===== src/rtl/mem_port_arbiter_pkg.sv =====
// Shared definitions for the two-port data-memory arbiter: FSM encoding,
// default memory top address and port identifiers.
package mem_port_arbiter_pkg;

  typedef enum logic [1:0] {
    ST_IDLE    = 2'd0,
    ST_MEM     = 2'd1,
    ST_WAIT_RD = 2'd2,
    ST_RESP    = 2'd3
  } state_t;

  localparam logic [31:0] MEM_TOP_DEFAULT = 32'h0000_2fff;

  localparam logic PORT_FETCH = 1'b0;
  localparam logic PORT_LS    = 1'b1;

endpackage


===== src/rtl/mem_port_arbiter_addr_fault.sv =====
// Range and word-alignment check for one request port; purely combinational
// so the fault verdict is available in the same cycle as the grant.
module addr_fault
  import mem_port_arbiter_pkg::*;
#(
  parameter logic [31:0] MEM_TOP = MEM_TOP_DEFAULT
) (
  input  logic [31:0] addr,
  output logic        fault
);

  assign fault = (addr > MEM_TOP) || (addr[1:0] != 2'b00);

endmodule


===== src/rtl/mem_port_arbiter.sv =====
// Round-robin arbiter of the fetch and load/store ports onto the single-port
// data memory; faulting requests are answered locally and counted.
module mem_port_arbiter
  import mem_port_arbiter_pkg::*;
#(
  parameter logic [31:0] MEM_TOP  = MEM_TOP_DEFAULT,
  parameter int          ERRCNT_W = 16
) (
  input  logic                clk,
  input  logic                rst_n,
  input  logic                r0_valid,
  output logic                r0_ready,
  input  logic [31:0]         r0_addr,
  input  logic                r0_we,
  input  logic [31:0]         r0_wdata,
  output logic                r0_rvalid,
  input  logic                r0_rready,
  input  logic                r1_valid,
  output logic                r1_ready,
  input  logic [31:0]         r1_addr,
  input  logic                r1_we,
  input  logic [31:0]         r1_wdata,
  output logic                r1_rvalid,
  input  logic                r1_rready,
  output logic [31:0]         rsp_rdata,
  output logic                rsp_err,
  output logic                mem_en,
  output logic                mem_we,
  output logic [11:0]         mem_addr,
  output logic [31:0]         mem_wdata,
  input  logic [31:0]         mem_rdata,
  output logic [ERRCNT_W-1:0] err_cnt,
  output logic [1:0]          dbg_state
);

  // Handshakes: a request transfers on the rising edge where valid & ready;
  // a response transfers where rvalid & rready. A waiting requester must hold
  // its request stable, nothing is buffered here.

  state_t state;
  logic   last_grant;
  logic   lat_port;
  logic   lat_we;
  logic   fault0, fault1;
  logic   pick, pick_fault, any_valid, idle_live;

  addr_fault #(.MEM_TOP(MEM_TOP)) u_fault0 (.addr(r0_addr), .fault(fault0));
  addr_fault #(.MEM_TOP(MEM_TOP)) u_fault1 (.addr(r1_addr), .fault(fault1));

  assign any_valid  = r0_valid | r1_valid;
  // Under contention the port that did not win last time gets the grant.
  assign pick       = (r0_valid & r1_valid) ? ~last_grant : r1_valid;
  assign pick_fault = pick ? fault1 : fault0;
  assign idle_live  = rst_n && (state == ST_IDLE);

  assign r0_ready  = idle_live & r0_valid & (pick == PORT_FETCH);
  assign r1_ready  = idle_live & r1_valid & (pick == PORT_LS);
  assign r0_rvalid = (state == ST_RESP) && (lat_port == PORT_FETCH);
  assign r1_rvalid = (state == ST_RESP) && (lat_port == PORT_LS);
  assign dbg_state = state;

  always_ff @(posedge clk or negedge rst_n) begin
    if (!rst_n) begin
      state      <= ST_IDLE;
      last_grant <= PORT_LS;
      lat_port   <= PORT_FETCH;
      lat_we     <= 1'b0;
      mem_en     <= 1'b0;
      mem_we     <= 1'b0;
      mem_addr   <= '0;
      mem_wdata  <= '0;
      rsp_rdata  <= '0;
      rsp_err    <= 1'b0;
      err_cnt    <= '0;
    end else begin
      case (state)
        ST_IDLE: begin
          if (any_valid) begin
            last_grant <= pick;
            lat_port   <= pick;
            lat_we     <= pick ? r1_we : r0_we;
            rsp_rdata  <= '0;
            rsp_err    <= pick_fault;
            if (pick_fault) begin
              if (err_cnt != '1) err_cnt <= err_cnt + 1'b1;
              state <= ST_RESP;
            end else begin
              mem_en    <= 1'b1;
              mem_we    <= pick ? r1_we : r0_we;
              mem_addr  <= pick ? r1_addr[13:2] : r0_addr[13:2];
              mem_wdata <= pick ? r1_wdata : r0_wdata;
              state     <= ST_MEM;
            end
          end
        end
        ST_MEM: begin
          mem_en <= 1'b0;
          mem_we <= 1'b0;
          state  <= lat_we ? ST_RESP : ST_WAIT_RD;
        end
        ST_WAIT_RD: begin
          rsp_rdata <= mem_rdata;
          state     <= ST_RESP;
        end
        ST_RESP: begin
          if (lat_port ? r1_rready : r0_rready) state <= ST_IDLE;
        end
        default: state <= ST_IDLE;
      endcase
    end
  end

endmodule


===== config.mk =====
export PLATFORM = sky130hd
export DESIGN_NAME = mem_port_arbiter
export DESIGN_NICKNAME = d
export VERILOG_FILES = /design/src/rtl/mem_port_arbiter_pkg.sv /design/src/rtl/mem_port_arbiter_addr_fault.sv /design/src/rtl/mem_port_arbiter.sv
export SDC_FILE = /design/constraint.sdc
export NUM_CORES = 1
export LEC_CHECK = 0
export ABC_CLOCK_PERIOD_IN_PS = 3300
export BUFFER_PORTS_ARGS = -buffer_cell sky130_fd_sc_hd__clkbuf_2
export CORE_ASPECT_RATIO = 1.75
export CORE_UTILIZATION = 41
export DETAILED_ROUTE_END_ITERATION = 8
export PLACE_DENSITY = 0.81
export RECOVER_POWER = 100
export SLEW_MARGIN = 20
export SYNTH_ARGS = -nofsm -noshare
export SYNTH_HDL_FRONTEND = slang
export SYNTH_HIERARCHICAL = 1
export SYNTH_SLANG_ARGS = --single-unit

===== constraint.sdc =====
create_clock -name clk -period 3.3 [get_ports clk]
set_clock_uncertainty 0.2 [all_clocks]
set_input_delay 0.66 -clock clk [delete_from_list [all_inputs] [get_ports clk]]
set_output_delay 0.66 -clock clk [all_outputs]
set_load 0.005 [all_outputs]

# Word level (Yosys, flattened, before mapping)
# Index checks and enable logic that the tools add are counted.
# Widths: inputs -> output; s select.
[classes] magnitude_cmp=2 n_bitwise=10 n_reduce_logical=16 shifts=0 muxes=19 eq_ne=7 n_addsub=1 n_mul=0 n_div=0
[op_table] op="$gt 32x14->1 const B" n=2
[op_table] op="$mux 32" n=2
[op_table] op="$pmux 32 s2" n=1
[op_table] op="$add 16x1->16 const B" n=1
[op_table] op="$ne 16x16->1 const B" n=1
[op_table] op="$mux 12" n=1
[op_table] op="$mux 1" n=9
[op_table] op="$pmux 2 s4" n=1
[op_table] op="$reduce_bool 2->1" n=4
[op_table] op="$mux 2" n=3
[op_table] op="$reduce_and 2->1" n=3
[op_table] op="$reduce_and 3->1" n=2
[op_table] op="$and 1x1->1" n=5
[op_table] op="$eq 2x2->1 const B" n=2
[op_table] op="$ne 2x2->1 const B" n=2
[op_table] op="$not 1->1" n=4
[op_table] op="$pmux 1 s2" n=2
[op_table] op="$reduce_and 4->1" n=1
[op_table] op="$logic_and 1x1->1" n=3
[op_table] op="$eq 2x1->1 const B" n=1
[op_table] op="$logic_not 2->1" n=1
[op_table] op="$logic_or 1x1->1" n=2
[op_table] op="$ne 2x1->1 const B" n=1
[op_table] op="$or 1x1->1" n=1
[word_totals] mem_bits_ro=0 word_cells=66 ff_bits=100 output_inout_bits=101 latchBits=0 n_memories=0 ramBits=0

# Logic depth before layout (Yosys ltp)
# Gate-level depths: netlist (run 1).
[logic_depth] depth_word=6 ltp_mapped=9

# Hierarchy
# The synthesis (run 1) kept the hierarchy.
[by_module_without_submodules] module="mem_port_arbiter" n_inst=1 area_per_inst_um2=4376.7 cells_each=382
[by_module_without_submodules] module="addr_fault" n_inst=2 area_per_inst_um2=47.5 cells_each=7

# Worst setup path before layout (run 1)
# Ideal clock, no wire load.
[synth_path] path_kind="input to register" start="input r1_addr[27]" end="register mem_wdata[14]" cell_stages=7 setup_slack_ns=0.784 arrival_ns=2.190 path_cell_list="or4_1 a211o_1 mux2i_1 nor2b_1 buf_2 buf_2 a21oi_1"
[synth_via] elab_chain_len=5
[synth_rtl] element="from (decl)" line="mem_port_arbiter.sv:20" rtl="input logic [31:0] r1_addr,"
[synth_rtl] element="$gt 32x14->1" line="mem_port_arbiter_addr_fault.sv:12" rtl="assign fault = (addr > MEM_TOP) || (addr[1:0] != 2'b00);"
[synth_rtl] element="$logic_or 1x1->1" line="mem_port_arbiter_addr_fault.sv:12"
[synth_rtl] element="net fault1" line="mem_port_arbiter.sv:44" rtl="logic fault0, fault1;"
[synth_rtl] element="$mux 1" line="mem_port_arbiter.sv:53" rtl="assign pick_fault = pick ? fault1 : fault0;"
[synth_rtl] element="$not 1->1 (no source line)"
[synth_rtl] element="$reduce_and 3->1 (no source line)"
[synth_rtl] element="to (signal assigned)" line="mem_port_arbiter.sv:91" rtl="mem_wdata <= pick ? r1_wdata : r0_wdata;"
[synth_rtl] element="to (decl)" line="mem_port_arbiter.sv:30" rtl="output logic [31:0] mem_wdata,"
# The timed path passes the listed nets, and every way through them passes these cells.
# A chain may end at the register's enable or synchronous reset.

# Worst setup path in the final report (run 1)
[layout_path] start="register state[0] (netlist: dbg_state[0])" end="register rsp_rdata[11]"
[layout_via] elab_chain_len=3 word_cells_on_any_way=6
[layout_rtl] element="from (decl)" line="mem_port_arbiter.sv:40" rtl="state_t state;"
[layout_rtl] element="from (signal assigned)" line="mem_port_arbiter.sv:99" rtl="state <= lat_we ? ST_RESP : ST_WAIT_RD;"
[layout_rtl] element="$eq 2x2->1 / $logic_not 2->1 (equally long branches)" line="mem_port_arbiter.sv:76" rtl="case (state)"
[layout_rtl] element="$reduce_bool 2->1 (no source line) / $ne 2x2->1 (equally long branches)"
[layout_rtl] element="$reduce_and 2->1 (no source line)"
[layout_rtl] element="to (signal assigned)" line="mem_port_arbiter.sv:102" rtl="rsp_rdata <= mem_rdata;"
[layout_rtl] element="to (decl)" line="mem_port_arbiter.sv:25" rtl="output logic [31:0] rsp_rdata,"
# Parallel ways exist; a longest one is shown, timed or not.

==> impl_results.md, run 1 <==
* Startpoint types: flip-flop
* Initial detailed-routing violation count at 114
* Via/cell ratio at 5.23
* DRC viols at 0
* Synth top area share at 55.4%
* Final setup viols at 0
* Syn nets at about 570
* Slew Viols, Final at 74
* Largest family of logic cells by synthesized area: compound AO/OA/AOI/OAI gates
* Critical Path Start: dbg_state[0]$_DFFE_PN0P_
* PortBufs at between 200 and 300
* Antenna-violating nets left at 0
* Final hold vios at 0
* Initial Utilization at 42.0%
* Ys async rst share at 100%
* GPL Wtd Cong at 0.853
* GR Util met2 at 35.7%
* Reg power frac at 42.3%
* Post-synthesis adder-cell area fraction at 1.40%
* Slowest cell delay on critical path at 1.15 ns
* Wirelength per Cell at 15.1 microns
* Reg2reg setup slack at 0.48 ns
* XOR/XNOR Fraction of Synth Area at 2.74%
* Yosys Warn Count at 6
* Hold Crit Start: lat_we$_DFFE_PN0P_
* Peak supply drop at roughly 420 uV
* Tot Pwr at between 3 and 4 mW
* Global route overflow at 0
* Commonest non-fill, non-tap cells in the layout: 216 x clkbuf_2, 99 x dfrtp_1, 55 x clkbuf_1, 49 x nor2_1, 47 x a21oi_1
* Sequential area share after synthesis at 56.0%
* Max Freq at ~350 MHz
* Chip Height at 140 microns
* Worst Setup End Kind: flip-flop
* Clock transition at path regs at around 0.07 ns
* EDFF count, synth at 0
* N_diodes at 0
* Synth area leader: dfrtp_1
* Number of synthesized register bits at 100
* Clock buffer depth at 2
* Initial antenna violation count at 0
* Largest net degree at the start of global routing at 91
* RSZ-0062 raised after global routing: false
* Clk sink count at 100
* Power Dens Cells at 625 nW/um^2
* NetSw at approximately 1.2 mW
* Die area at approximately 11000 sq um
* Die width at 80.9 microns
* Max-cap violations at 2
* Mapped Cells at around 400
* Least-Margin Pin Slew at 2.05 ns
* H-tree Lvls at 3
* Post-cts gate resize count at 0
* Core Area at 10600 sq um
* Layout area overhead at 37.3%
* Largest fanout on the critical path at 32
* Fin crit share at 85.5%
* Post-CTS Setup Inserts at 0
* Setup TNS at 0 ns
* Internal power at 2.62 mW
* CTS Buf Count at 9
* CTS Root Buffer Type: clkbuf_16
* Met3 Track Usage GR at under 10%
* Leak pwr at roughly 3.2 nW
* Combinational power share at between 30% and 40%
* TritonCTS clock tree: yes
* Total Nets Final at 828
* Critical Path Slowest Stage Cell: and2_0
* # IOs at about 270
* Sw frac at around a third
* Routed WL at 12000 microns
* Pre-Repair DR Iteration Count at 6
* Outcome: finished, violations left
* Row Count at 50
* WP data arrival at 2.89 ns
* Synth Area in Simple Gates at between 10% and 20%
* Clock power share at 27.8%
* Hold crit path type: flip-flop to flip-flop
* Worst R2R Start: dbg_state[0]$_DFFE_PN0P_
* Filler cell count at 946
* Slew Limit Headroom at -36.7%
* Leading cell type in the layout, fill and taps excluded: clkbuf_2
* Buffers and inverters on the worst path at 1
* Cell variety after synth at 38
* Met1 Use GR at 24.5%
* Hold buffers post-CTS at 0
* Final worst path period need at 2.82 ns
* Synthesized area at about 4500 sq um
* First-pass GRT wire length at between 15000 and 20000 microns
* Crit-path leading delay family: simple AND/OR/NAND/NOR gates
* All-layer global routing usage at a little over a fifth
* Avg Cell Area, Syn at 11.3 sq um
* Ys flop type: dfrtp_1
* Most used routing layer: met2
* Via Count at 4134
* Vias in the first global route at 3969
* Failing checks: capacitance limit, slew limit
* CP required at 3.37 ns
* Layout cells sized above 1 at 36.5%
* Critical path, cell by cell: inv_1, ha_1, nand2_1, and2_0, a22o_1
* HPWL after DPL at a little over 9000 microns
* Critical path class: flip-flop to flip-flop
* Area contributors post-synth: dfrtp_1 55%, mux2i_1 10%, a22o_1 6.5%
* Clock Latency Late Sink at 0.34 ns
* Mux share of post-synthesis cell area at 10.8%
* Synth Area in Compound Gates at about 15%
## power by group through the flow
stage | Clock [mW] | Sequential (mW) | Combinational [mW]
finish | 1.06 | 1.62 | 1.15
floorplan | 0 | 1.63 | 0.693
global route | 1.15 | 1.65 | 1.26
detailed placement | 0 | 1.64 | 1.19
CTS | 1.10 | 1.62 | 1.18
global placement | 0 | 1.63 | 1.14
## stage by stage
stage | hold slack (ns) | setup WS (ns) | utilization, % | cell area, sq um | instances
global placement | 0.274 | 0.519 | 55.6 | 5910 | 774
global route | 0.319 | 0.254 | 57.7 | 6140 | 790
finish | 0.299 | 0.480 | 57.7 | 6140 | 790
floorplan | 0.164 | 0.784 | - | 4470 | 396
detailed placement | 0.284 | 0.419 | 55.6 | 5910 | 774
CTS | 0.216 | 0.499 | 58.4 | 6210 | 790
## registers in the layout, summed over array words and instances (netlist names)
name        cells
lat_port        1
last_grant      1
mem_en          1
mem_wdata      32
mem_addr       12
err_cnt        16
dbg_state       2
lat_we          1
mem_we          1
rsp_err         1
rsp_rdata      32
## cell usage after synthesis, types with 2 or more instances
master / count
nand4_1: 11
o211ai_1: 2
mux2i_1: 46
dfrtp_1: 99
nor2b_1: 4
ha_1: 5
nor4_1: 8
nand2b_1: 2
inv_1: 5
or4_1: 2
xnor2_1: 11
a22o_1: 33
nand2_1: 10
and2_1: 2
buf_4: 7
and3_1: 6
nor2_1: 49
mux2_2: 2
o211a_1: 2
o21ai_0: 4
clkbuf_1: 10
buf_2: 9
nand3_1: 3
a211o_1: 2
xor2_1: 3
a21oi_1: 47
## cells by family (layout without fill, tap and decap cells)
kind of cell | count (synthesis) | count (layout)
xor gates and xnor gates | 14 | 14
muxes | 48 | 48
and+or+nand+nor | 100 | 100
DFF | 100 | 100
adders and majority gates | 5 | 5
AOI/OAI and AO/OA | 98 | 98
buffers and inverters | 31 | 295
## final cells by class
class                           count  area, sq um  share of cell area, %
Clock buffer                       10          229                   3.73
Clock inverter                      6         72.6                   1.18
Inverter                            5         18.8                  0.306
Multi-Input combinational cell    265         1830                   29.7
Sequential cell                   100         2500                   40.8
Tap cell                          130          163                   2.65
Timing Repair Buffer              274         1330                   21.6
## metal layers
metal | part of all wire, % | up-vias
met5 | 0 | -
li1 | - | 1943
met2 | 52 | 186
met3 | 6.9 | 32
met1 | 39 | 1973
met4 | 2.8 | 0
## tightest hold or removal path: stages (launching register included)
cell	delay, ns
dfrtp_1	0.35
nand2_1	0.05
o21ai_0	0.06
## final timing paths
| kind | to | cells after the start |
|---|---|---|
| setup / recovery | rsp_rdata[11]$_DFFE_PN0P_ | 5 |
| min in group asynchronous | mem_wdata[24]$_DFFE_PN0P_ | 2 |
| hold reg to reg | lat_we$_DFFE_PN0P_ | 2 |
| max in group asynchronous | err_cnt[11]$_DFFE_PN0P_ | 2 |
| hold / removal | lat_we$_DFFE_PN0P_ | 2 |
| setup reg to reg | rsp_rdata[11]$_DFFE_PN0P_ | 5 |
(Power assumes the default switching activity.)
==> run 2: changes to the inputs <==
- CORE_UTILIZATION: 41 -> 35
- CTS_CLUSTER_SIZE: unset -> 14
- PLACE_DENSITY: 0.81 -> 0.72
==> impl_results.md, run 2 (synthesized netlist as in run 1, its figures left out) <==
* Startpoint types: flip-flop
* Hold crit path type: input pin to async pin
* Post-CTS Setup Inserts at 0
* Failing checks: capacitance limit, slew limit
* HPWL after DPL at 9740 microns
* Leak pwr at ~3.2 nW
* WP data arrival at 2.93 ns
* Commonest non-fill, non-tap cells in the layout: 206 x clkbuf_2, 99 x dfrtp_1, 63 x clkbuf_1, 49 x nor2_1, 47 x a21oi_1
* Placed Cells at 812
* Worst Setup End Kind: flip-flop
* Finished Layout Cells at 828
* First-pass GRT wire length at 18500 microns
* Fin crit share at slightly below 90%
* Die width at between 80 and 90 microns
* Largest fanout on the critical path at 90
* TritonCTS clock tree: yes
* GPL Wtd Cong at 0.853
* Clock transition at path regs at 0.07 ns
* Buffers and inverters on the worst path at 2
* Slew Limit Headroom at -8.75%
* Total Nets Final at 828
* Peak supply drop at 414 uV
* Critical path class: flip-flop to flip-flop
* Slowest cell delay on critical path at 0.57 ns
* N_diodes at 0
* Vias in the first global route at 3908
* Die area at 13300 sq um
* Critical path, cell by cell: inv_1, ha_1, o21ai_0, nor2b_4, buf_6, nor2_1, a21oi_1
* Via/cell ratio at 4.96
* Crit-path leading delay family: compound AO/OA/AOI/OAI gates
* CTS Root Buffer Type: clkbuf_16
* Max Freq at 348 MHz
* Hold buffers post-CTS at 0
* Worst Hold Margin at roughly 0.067 ns
* Antenna-violating nets left at 0
* RSZ-0062 raised after global routing: false
* Post-cts gate resize count at 0
* Initial antenna violation count at 0
* Clk sink count at 100
* Core Area at 12400 sq um
* Chip Height at 152 microns
* Routed WL at 12300 microns
* CTS Buf Count at 9
* # IOs at 269
* Outcome: finished, violations left
* Clock buffer depth at 2
* Least-Margin Pin Slew at ~1.6 ns
* Initial detailed-routing violation count at 81
* PortBufs at 268
* Leading cell type in the layout, fill and taps excluded: clkbuf_2
* Wirelength per Cell at 14.9 microns
* Initial Utilization at 36.0%
* Layout area overhead at 37.9%
* All-layer global routing usage at a little under a fifth
* Critical Path Slowest Stage Cell: ha_1
* Filler cell count at 1250
* Power Dens Cells at 616 nW/um^2
* Largest net degree at the start of global routing at 91
* CP required at 3.35 ns
* Final worst path period need at 2.88 ns
* Biggest regs: mem_wdata: 32 flops, rsp_rdata: 32 flops, err_cnt: 16 flops
* DRC viols at 0
* Layout cells sized above 1 at between 30% and 40%
* Via Count at between 4000 and 5000
* H-tree Lvls at 3
* Global route overflow at 0
* Pre-Repair DR Iteration Count at 5
* Row Count at 54
* Clock Latency Late Sink at 0.34 ns
* Setup TNS at 0 ns
* Final hold vios at 0
* Worst R2R Start: dbg_state[0]$_DFFE_PN0P_
* Final setup viols at 0
* Max-cap violations at 1
* Critical Path Start: dbg_state[0]$_DFFE_PN0P_
* Slew Viols, Final at 70
## run 2: metal layers
metal  vias up  GRT usage, %  routed length (microns)
li1       1947             -                        -
met1      1959          20.2                     4760
met2       176          32.3                     6550
met3        22          5.15                      791
met4         0          7.05                      248
met5         -             0                        0
## run 2: power by group
part / internal, mW / total (mW) / switching (mW)
Clock: 0.546 / 1.02 / 0.475
Combinational: 0.554 / 1.16 / 0.603
Sequential: 1.46 / 1.62 / 0.161
## run 2: area by class of cell
| type | instances | area, sq um | area share [%] |
|---|---|---|---|
| clock buffer | 10 | 239 | 3.88 |
| clock inverter | 6 | 58.8 | 0.954 |
| inverter | 5 | 18.8 | 0.304 |
| multi-input combinational | 265 | 1830 | 29.6 |
| sequential | 100 | 2500 | 40.6 |
| tap | 168 | 210 | 3.41 |
| timing repair buffer | 274 | 1310 | 21.2 |
## run 2: stage by stage
step / total power, mW / setup WS [ns] / util [%] / area, sq um
2_1_floorplan: 2.33 / 0.784 / - / 4470
3_3_place_gp: 2.79 / 0.502 / 47.9 / 5960
3_5_place_dp: 2.85 / 0.411 / 47.9 / 5960
4_1_cts: 3.89 / 0.566 / 50.3 / 6260
5_1_grt: 4.06 / 0.196 / 49.6 / 6160
6_report: 3.80 / 0.424 / 49.6 / 6160
## run 2: worst register-to-register path, cell delays in order, from the launching register on
cell     delay (ns)
dfrtp_1        0.42
inv_1          0.13
ha_1           0.57
o21ai_0        0.51
nor2b_4        0.21
buf_6          0.45
nor2_1         0.15
a21oi_1        0.15
## run 2: worst paths after layout
path	endpoint	slack (ns)	cells past startpoint
setup reg to reg	mem_wdata[24]$_DFFE_PN0P_	0.42	7
hold reg to reg	err_cnt[7]$_DFFE_PN0P_	0.30	1
hold / removal	rsp_err$_DFFE_PN0P_	0.07	1
min in group clk	err_cnt[7]$_DFFE_PN0P_	0.30	1
setup / recovery	mem_wdata[24]$_DFFE_PN0P_	0.42	7
max in group asynchronous	mem_wdata[3]$_DFFE_PN0P_	0.92	2
